--- src/rtl/viterbi_pkg.sv ---
// Constants shared by the convolutional encoder and the Viterbi decoder so the two
// ends of the link cannot drift apart: code polynomials, symbol order, widths.
package viterbi_pkg;

    localparam int unsigned K      = 3;
    localparam int unsigned MemW   = K - 1;
    localparam logic [K-1:0] G0    = 3'b111;  // symbol bit [1]
    localparam logic [K-1:0] G1    = 3'b101;  // symbol bit [0]
    localparam int unsigned DATA_W = 8;
    localparam int unsigned CODE_W = 2 * DATA_W;
    localparam int unsigned CNT_W  = $clog2(DATA_W);

    typedef enum logic {
        StIdle,
        StEnc
    } enc_state_e;

    // taps are ordered {current bit, m1, m2}; result is {g0, g1}
    function automatic logic [1:0] conv_sym(input logic [K-1:0] taps);
        return {^(G0 & taps), ^(G1 & taps)};
    endfunction

endpackage

--- src/rtl/conv_enc_unit.sv ---
// Single-bit K=3 convolutional encoder core: combinational symbol output from the
// current bit and the stored memory; memory advances only when en_i is set.
module conv_enc_unit
    import viterbi_pkg::*;
(
    input  logic       clk_i,
    input  logic       rst_ni,
    input  logic       bit_i,
    input  logic       en_i,
    output logic [1:0] sym_o
);

    logic [MemW-1:0] mem_q, mem_d;

    assign sym_o = conv_sym({bit_i, mem_q});

    always_comb begin
        mem_d = mem_q;
        if (en_i) begin
            mem_d = {bit_i, mem_q[MemW-1:1]};
        end
    end

    always_ff @(posedge clk_i or negedge rst_ni) begin
        if (!rst_ni) begin
            mem_q <= '0;
        end else begin
            mem_q <= mem_d;
        end
    end

endmodule

--- src/rtl/conv_encoder_top.sv ---
// Byte-oriented rate-1/2 encoder: one-entry hold register feeding a bit-serial engine
// that packs eight symbols, MSB first, into one 16-bit code word per byte.
module conv_encoder_top
    import viterbi_pkg::*;
(
    input  logic              clk,
    input  logic              rst_n,
    input  logic              dvalid_i,
    input  logic [DATA_W-1:0] data_i,
    output logic [CODE_W-1:0] data_o,
    output logic              valid_o,
    output logic              busy_o
);

    localparam logic [CNT_W-1:0] LastBit = CNT_W'(DATA_W - 1);

    enc_state_e        state_q, state_d;
    logic [DATA_W-1:0] hold_q, hold_d;
    logic              hold_v_q, hold_v_d;
    logic [DATA_W-1:0] shreg_q, shreg_d;
    logic [CNT_W-1:0]  bit_cnt_q, bit_cnt_d;
    logic [CODE_W-3:0] pack_q, pack_d;
    logic [CODE_W-1:0] data_q, data_d;
    logic              valid_q, valid_d;

    logic       accept;
    logic       drain;
    logic       enc_en;
    logic [1:0] sym;

    conv_enc_unit u_enc (
        .clk_i  (clk),
        .rst_ni (rst_n),
        .bit_i  (shreg_q[DATA_W-1]),
        .en_i   (enc_en),
        .sym_o  (sym)
    );

    // A fill needs an empty hold and a drain needs a full one, so they never collide.
    assign accept = dvalid_i && !hold_v_q;

    always_comb begin
        state_d   = state_q;
        shreg_d   = shreg_q;
        bit_cnt_d = bit_cnt_q;
        pack_d    = pack_q;
        data_d    = data_q;
        valid_d   = 1'b0;
        drain     = 1'b0;
        enc_en    = 1'b0;

        unique case (state_q)
            StIdle: begin
                if (hold_v_q) begin
                    shreg_d   = hold_q;
                    drain     = 1'b1;
                    bit_cnt_d = '0;
                    state_d   = StEnc;
                end
            end
            StEnc: begin
                enc_en    = 1'b1;
                pack_d    = {pack_q[CODE_W-5:0], sym};
                shreg_d   = {shreg_q[DATA_W-2:0], 1'b0};
                bit_cnt_d = bit_cnt_q + CNT_W'(1);
                if (bit_cnt_q == LastBit) begin
                    data_d    = {pack_q, sym};
                    valid_d   = 1'b1;
                    bit_cnt_d = '0;
                    if (hold_v_q) begin
                        // back-to-back reload keeps the engine bubble-free
                        shreg_d = hold_q;
                        drain   = 1'b1;
                    end else begin
                        state_d = StIdle;
                    end
                end
            end
            default: state_d = StIdle;
        endcase
    end

    always_comb begin
        hold_d   = hold_q;
        hold_v_d = hold_v_q;
        if (accept) begin
            hold_d   = data_i;
            hold_v_d = 1'b1;
        end else if (drain) begin
            hold_v_d = 1'b0;
        end
    end

    always_ff @(posedge clk or negedge rst_n) begin
        if (!rst_n) begin
            state_q   <= StIdle;
            hold_q    <= '0;
            hold_v_q  <= 1'b0;
            shreg_q   <= '0;
            bit_cnt_q <= '0;
            pack_q    <= '0;
            data_q    <= '0;
            valid_q   <= 1'b0;
        end else begin
            state_q   <= state_d;
            hold_q    <= hold_d;
            hold_v_q  <= hold_v_d;
            shreg_q   <= shreg_d;
            bit_cnt_q <= bit_cnt_d;
            pack_q    <= pack_d;
            data_q    <= data_d;
            valid_q   <= valid_d;
        end
    end

    assign data_o  = data_q;
    assign valid_o = valid_q;
    assign busy_o  = hold_v_q;

endmodule

--- config.mk ---
export PLATFORM = sky130hd
export DESIGN_NAME = conv_encoder_top
export DESIGN_NICKNAME = d
export VERILOG_FILES = /design/src/rtl/viterbi_pkg.sv /design/src/rtl/conv_enc_unit.sv /design/src/rtl/conv_encoder_top.sv
export SDC_FILE = /design/constraint.sdc
export NUM_CORES = 1
export LEC_CHECK = 0
export BUFFER_PORTS_ARGS = -buffer_cell sky130_fd_sc_hd__buf_2
export CORE_ASPECT_RATIO = 1.2
export CORE_MARGIN = 2
export CORE_UTILIZATION = 56
export DETAILED_ROUTE_END_ITERATION = 10
export GPL_ROUTABILITY_DRIVEN = 0
export PLACE_DENSITY = 0.78
export SLEW_MARGIN = 40
export SYNTH_ARGS = -nofsm -noshare
export SYNTH_HDL_FRONTEND = slang
export SYNTH_SLANG_ARGS = --single-unit
--- constraint.sdc ---
create_clock -name clk -period 1.86 [get_ports clk]
set_input_delay 0.372 -clock clk [delete_from_list [all_inputs] [get_ports clk]]
set_output_delay 0.372 -clock clk [all_outputs]
set_load 0.05 [all_outputs]
After elaboration in Yosys (flattened, before gate mapping). Index checks and enable logic that the tools add are counted.

Bits in writable memories: 0. Output and inout bits: 18. Memories kept: 0. Word-level logic and storage cells: 36. ROM bits: 0. Bits in registers: 54. Latch bits: 0.

$add $sub $neg: 1. Shift operators: 0. Equal/unequal tests: 2. Reductions and logical operators: 6. Order comparisons: 0. Bitwise operators: 1. Div/mod/pow operators: 0. Multiplexer cells: 17. Multiply operators: 0.

Operators by type and width (number): $mux W8 (3); $pmux W8 S2 (1); $mux W1 (8); $mux W3 (2); $pmux W3 S2 (1); $reduce_xor A3 Y1 (2); $pmux W1 S2 (2); $add A3 B1 Y3 const B (1); $eq A3 B3 Y1 const B (1); $ne A2 B2 Y1 const B (1); $reduce_and A2 Y1 (1); $reduce_bool A2 Y1 (1); $logic_and A1 B1 Y1 (1); $logic_not A1 Y1 (1); $not A1 Y1 (1).

Logic depth before layout (Yosys ltp).
Depth in word-level cells: 5. Mapped depth: 6. Depth with buffers taken out: 5.

Hierarchy. A second synthesis with hierarchy kept.

Cells, all modules: 150. Area total of the unflattened synthesis: 2237.1 um^2.

Modules (own cells, without submodules): conv_encoder_top (times used 1, area each 2132.0 um^2, sequential area each 1301.2 um^2, cells each 144); conv_enc_unit (times used 1, area each 105.1 um^2, sequential area each 50.0 um^2, cells each 6).

Worst setup path before layout. Ideal clock, no wire load.

Path kind: reg2reg. From: register bit_cnt_q[0]. To: register data_q[10], in the netlist data_o[10]. Arrival time: 1400 ps. Buffers on the path: 1. Cell stages (with the launch flop): 6. Path slack: 335 ps. Required time: 1735 ps. Cells stage by stage: dfrtp_1 > ha_1 > ha_1 > nand2_4 > buf_6 > mux2_4.

Longest elaborated chain between the ends: 2.

Ends and longest elaborated chain: start: declaration (RTL line conv_encoder_top.sv:21) `logic [CNT_W-1:0] bit_cnt_q, bit_cnt_d;`; start signal: assignment (RTL line conv_encoder_top.sv:109) `bit_cnt_q <= bit_cnt_d;`; $eq A3 B3 Y1 (RTL line conv_encoder_top.sv:66) `if (bit_cnt_q == LastBit) begin`; $reduce_and A2 Y1 (no source line); end signal: assignment (RTL line conv_encoder_top.sv:111) `data_q <= data_d;`; end: declaration (RTL line conv_encoder_top.sv:23) `logic [CODE_W-1:0] data_q, data_d;`.

Every way passes these cells. A chain may end at the register's enable or synchronous reset.

Worst setup path in the final report.
From: register bit_cnt_q[0]. To: register data_q[2], in the netlist data_o[2].

Same word-level chain as after synthesis.

==> impl_metrics.toml <==
[run_status]
outcome = "completed"

[drt]
antenna_left = 0
drtIter0Drc = 42
vias = 1304
avgRoutedWirePerCell_um = 15.52
drc_errors = 0
dr.pass1.iters = 4
vias_per_cell = 5.411
wl_um = 3741

[timing]
setup_ws_ns = 0.1967
fin_tns_setup_ns = 0
worst_slew_pin_slew_ns = 0.5008
hold_viol = 0
min_period_over_period = 0.8943
rsz0062_at_grt = "false"
setup_viol = 0
relSlewSlack = 0.6661
finalMaxSlewViolations = 0
fmax_mhz = 601.2
fin_skew_ns = 0.007878
period_needed_ns = 1.663

[global_route]
gr-total-overflow = 0
grt_pass1_wl_um = 6451
grt.total_usage = 0.1968
grt_antenna_before_repair = 0
grt_max_degree = 23
grt_pass1_vias = 1403

[hold_path]
hold_path_class = "input pin to async pin"

[yosys]
synthArstFlopShare = 1.000
netlist_instances = 153
ys_seq_elements = 54
syn_area_per_cell_um2 = 14.48
synth-seq-area-share = 0.6098
synth_edf_count = 0
ys_warn_count = 0
netlist.top_cell.by_area = "dfrtp_1"
synth_fp_nets = 167
netlist_top_cells_count = "dfrtp_1 (54), mux2_2 (30), nor2_1 (10), mux2_4 (8), nor2b_1 (8)"
synth.area.top_cells = "dfrtp_1 (61%), mux2_2 (15%), mux2_4 (5.4%)"
synth_area_um2 = 2216
ys.flop_type = "dfrtp_1"
synth_top_cell_area_share = 0.6098
synth_most_common_cell = "dfrtp_1"
synth_cell_type_count = 24

[clocking]
cts_buffers = 5
root_buffer = "clkbuf_8"
clock_latency_ns = 0.30
tritoncts = "done"
cts_max_level = 2
cts_hold_buffers = 0
cts_sinks = 54
ctsResizeCount = 0
post_cts_buffers = 0
clk_pin_slew_worst_paths_ns = 0.09
clockBufferDepth = 2

[layout]
n_antenna_cell = 0
areaGrowthSynthToFinish_pct = 13.38
drive_above_1_share = 0.4439
finalNetCount = 200

[place]
portBuffers = 28
dp_slack_ns = 0.1945
hpwlAfterDp_um = 2664

[worst_setup_path]
cp_data_required_time_ns = 2.04
cp-start-kind = "flop"
path_max_fanout = 17
critical_path_class = "flop to flop"
worst_setup_path_end_kind = "flop"
worst_ep_arrival_time_ns = 1.85

[floorplan]
rows = 25
ioPinCount = 29
dieHeight_um = 72.91
initial_core_util = 0.5713
die_area_um2 = 4479
core_area_um2 = 3879
die_w_um = 61.43

[job]
cap_viol_max_count = 0
[routing by layer]
layer,up-vias,global-route usage,wire length [um],share of wire
met4,0,0.07329,48,0.013
met5,-,0,0,0
li1,610,-,-,-
met1,662,0.2461,1606,0.43
met3,4,0.05142,132,0.035
met2,28,0.3251,1954,0.52
[cells in the final DEF (no fill, tap or decap), drive strengths merged]
cell / instances
a211oi: 7
a21bo: 1
a21o: 1
a21oi: 1
a22o: 3
a31o: 1
buf: 34
clkbuf: 6
clkinv: 1
clkinvlp: 1
dfrtp: 54
ha: 3
inv: 2
mux2: 38
mux2i: 1
nand2: 3
nand3: 1
nor2: 10
nor2b: 8
o21ai: 2
o22ai: 7
xnor2: 2
[cell type report]
type	count	area [um^2]
Clock buffer	6	82.58
Clock inverter	2	12.51
Fill cell	330	1366
Inverter	2	7.507
Multi-Input combinational cell	89	805.8
Sequential cell	54	1351
Tap cell	54	67.56
Timing Repair Buffer	34	185.2
[logic make-up (layout without fill, tap and decap cells)]
kind of cell / count (synthesis) / after routing / share of synthesized area
AOI/OAI and AO/OA: 23 / 23 / 0.07397
xor gates and xnor gates: 2 / 2 / 0.01130
adders and majority gates: 3 / 3 / 0.01694
buffers and inverters: 10 / 44 / 0.02654
DFF: 54 / 54 / 0.6098
muxes: 39 / 39 / 0.2112
and+or+nand+nor: 22 / 22 / 0.05026
[sequential cells by signal, indices dropped and copies added, names as in the netlist]
name         count
shreg_q          8
data_o          16
u_enc.mem_q      2
state_q          1
valid_o          1
hold_q           8
pack_q          14
busy_o           1
bit_cnt_q        3
[worst paths after layout]
path	from	endpoint	slack [ns]	cells past startpoint
worst max register to register	bit_cnt_q[0]	data_o[2]	0.20	4
worst max-delay path	bit_cnt_q[0]	data_o[2]	0.20	4
worst min-delay path	rst_n	data_o[10]	0.02	1
worst min register to register	data_o[0]	data_o[0]	0.51	2
min in group clk	data_i[0]	hold_q[0]	0.30	2
max in group asynchronous	rst_n	shreg_q[7]	1.22	2
[through the flow]
stage | std cells | cell area (um^2) | util | hold WS (ns)
3_3_place_gp | 233 | 2417 | 0.6232 | 0.3613
4_1_cts | 241 | 2512 | 0.6477 | 0.03964
6_report | 241 | 2512 | 0.6477 | 0.02327
2_1_floorplan | 153 | 2216 | - | 0.07641
5_1_grt | 241 | 2512 | 0.6477 | 0.04079
3_5_place_dp | 233 | 2417 | 0.6232 | 0.3743
[critical path: stages (launching register included)]
cell	delay (ns)
dfrtp_1	0.42
ha_1	0.24
ha_1	0.26
nand2_4	0.26
mux2_2	0.37
Power is not shown: default switching activity piles up to over one toggle a cycle in this logic, so the estimate is an artifact.
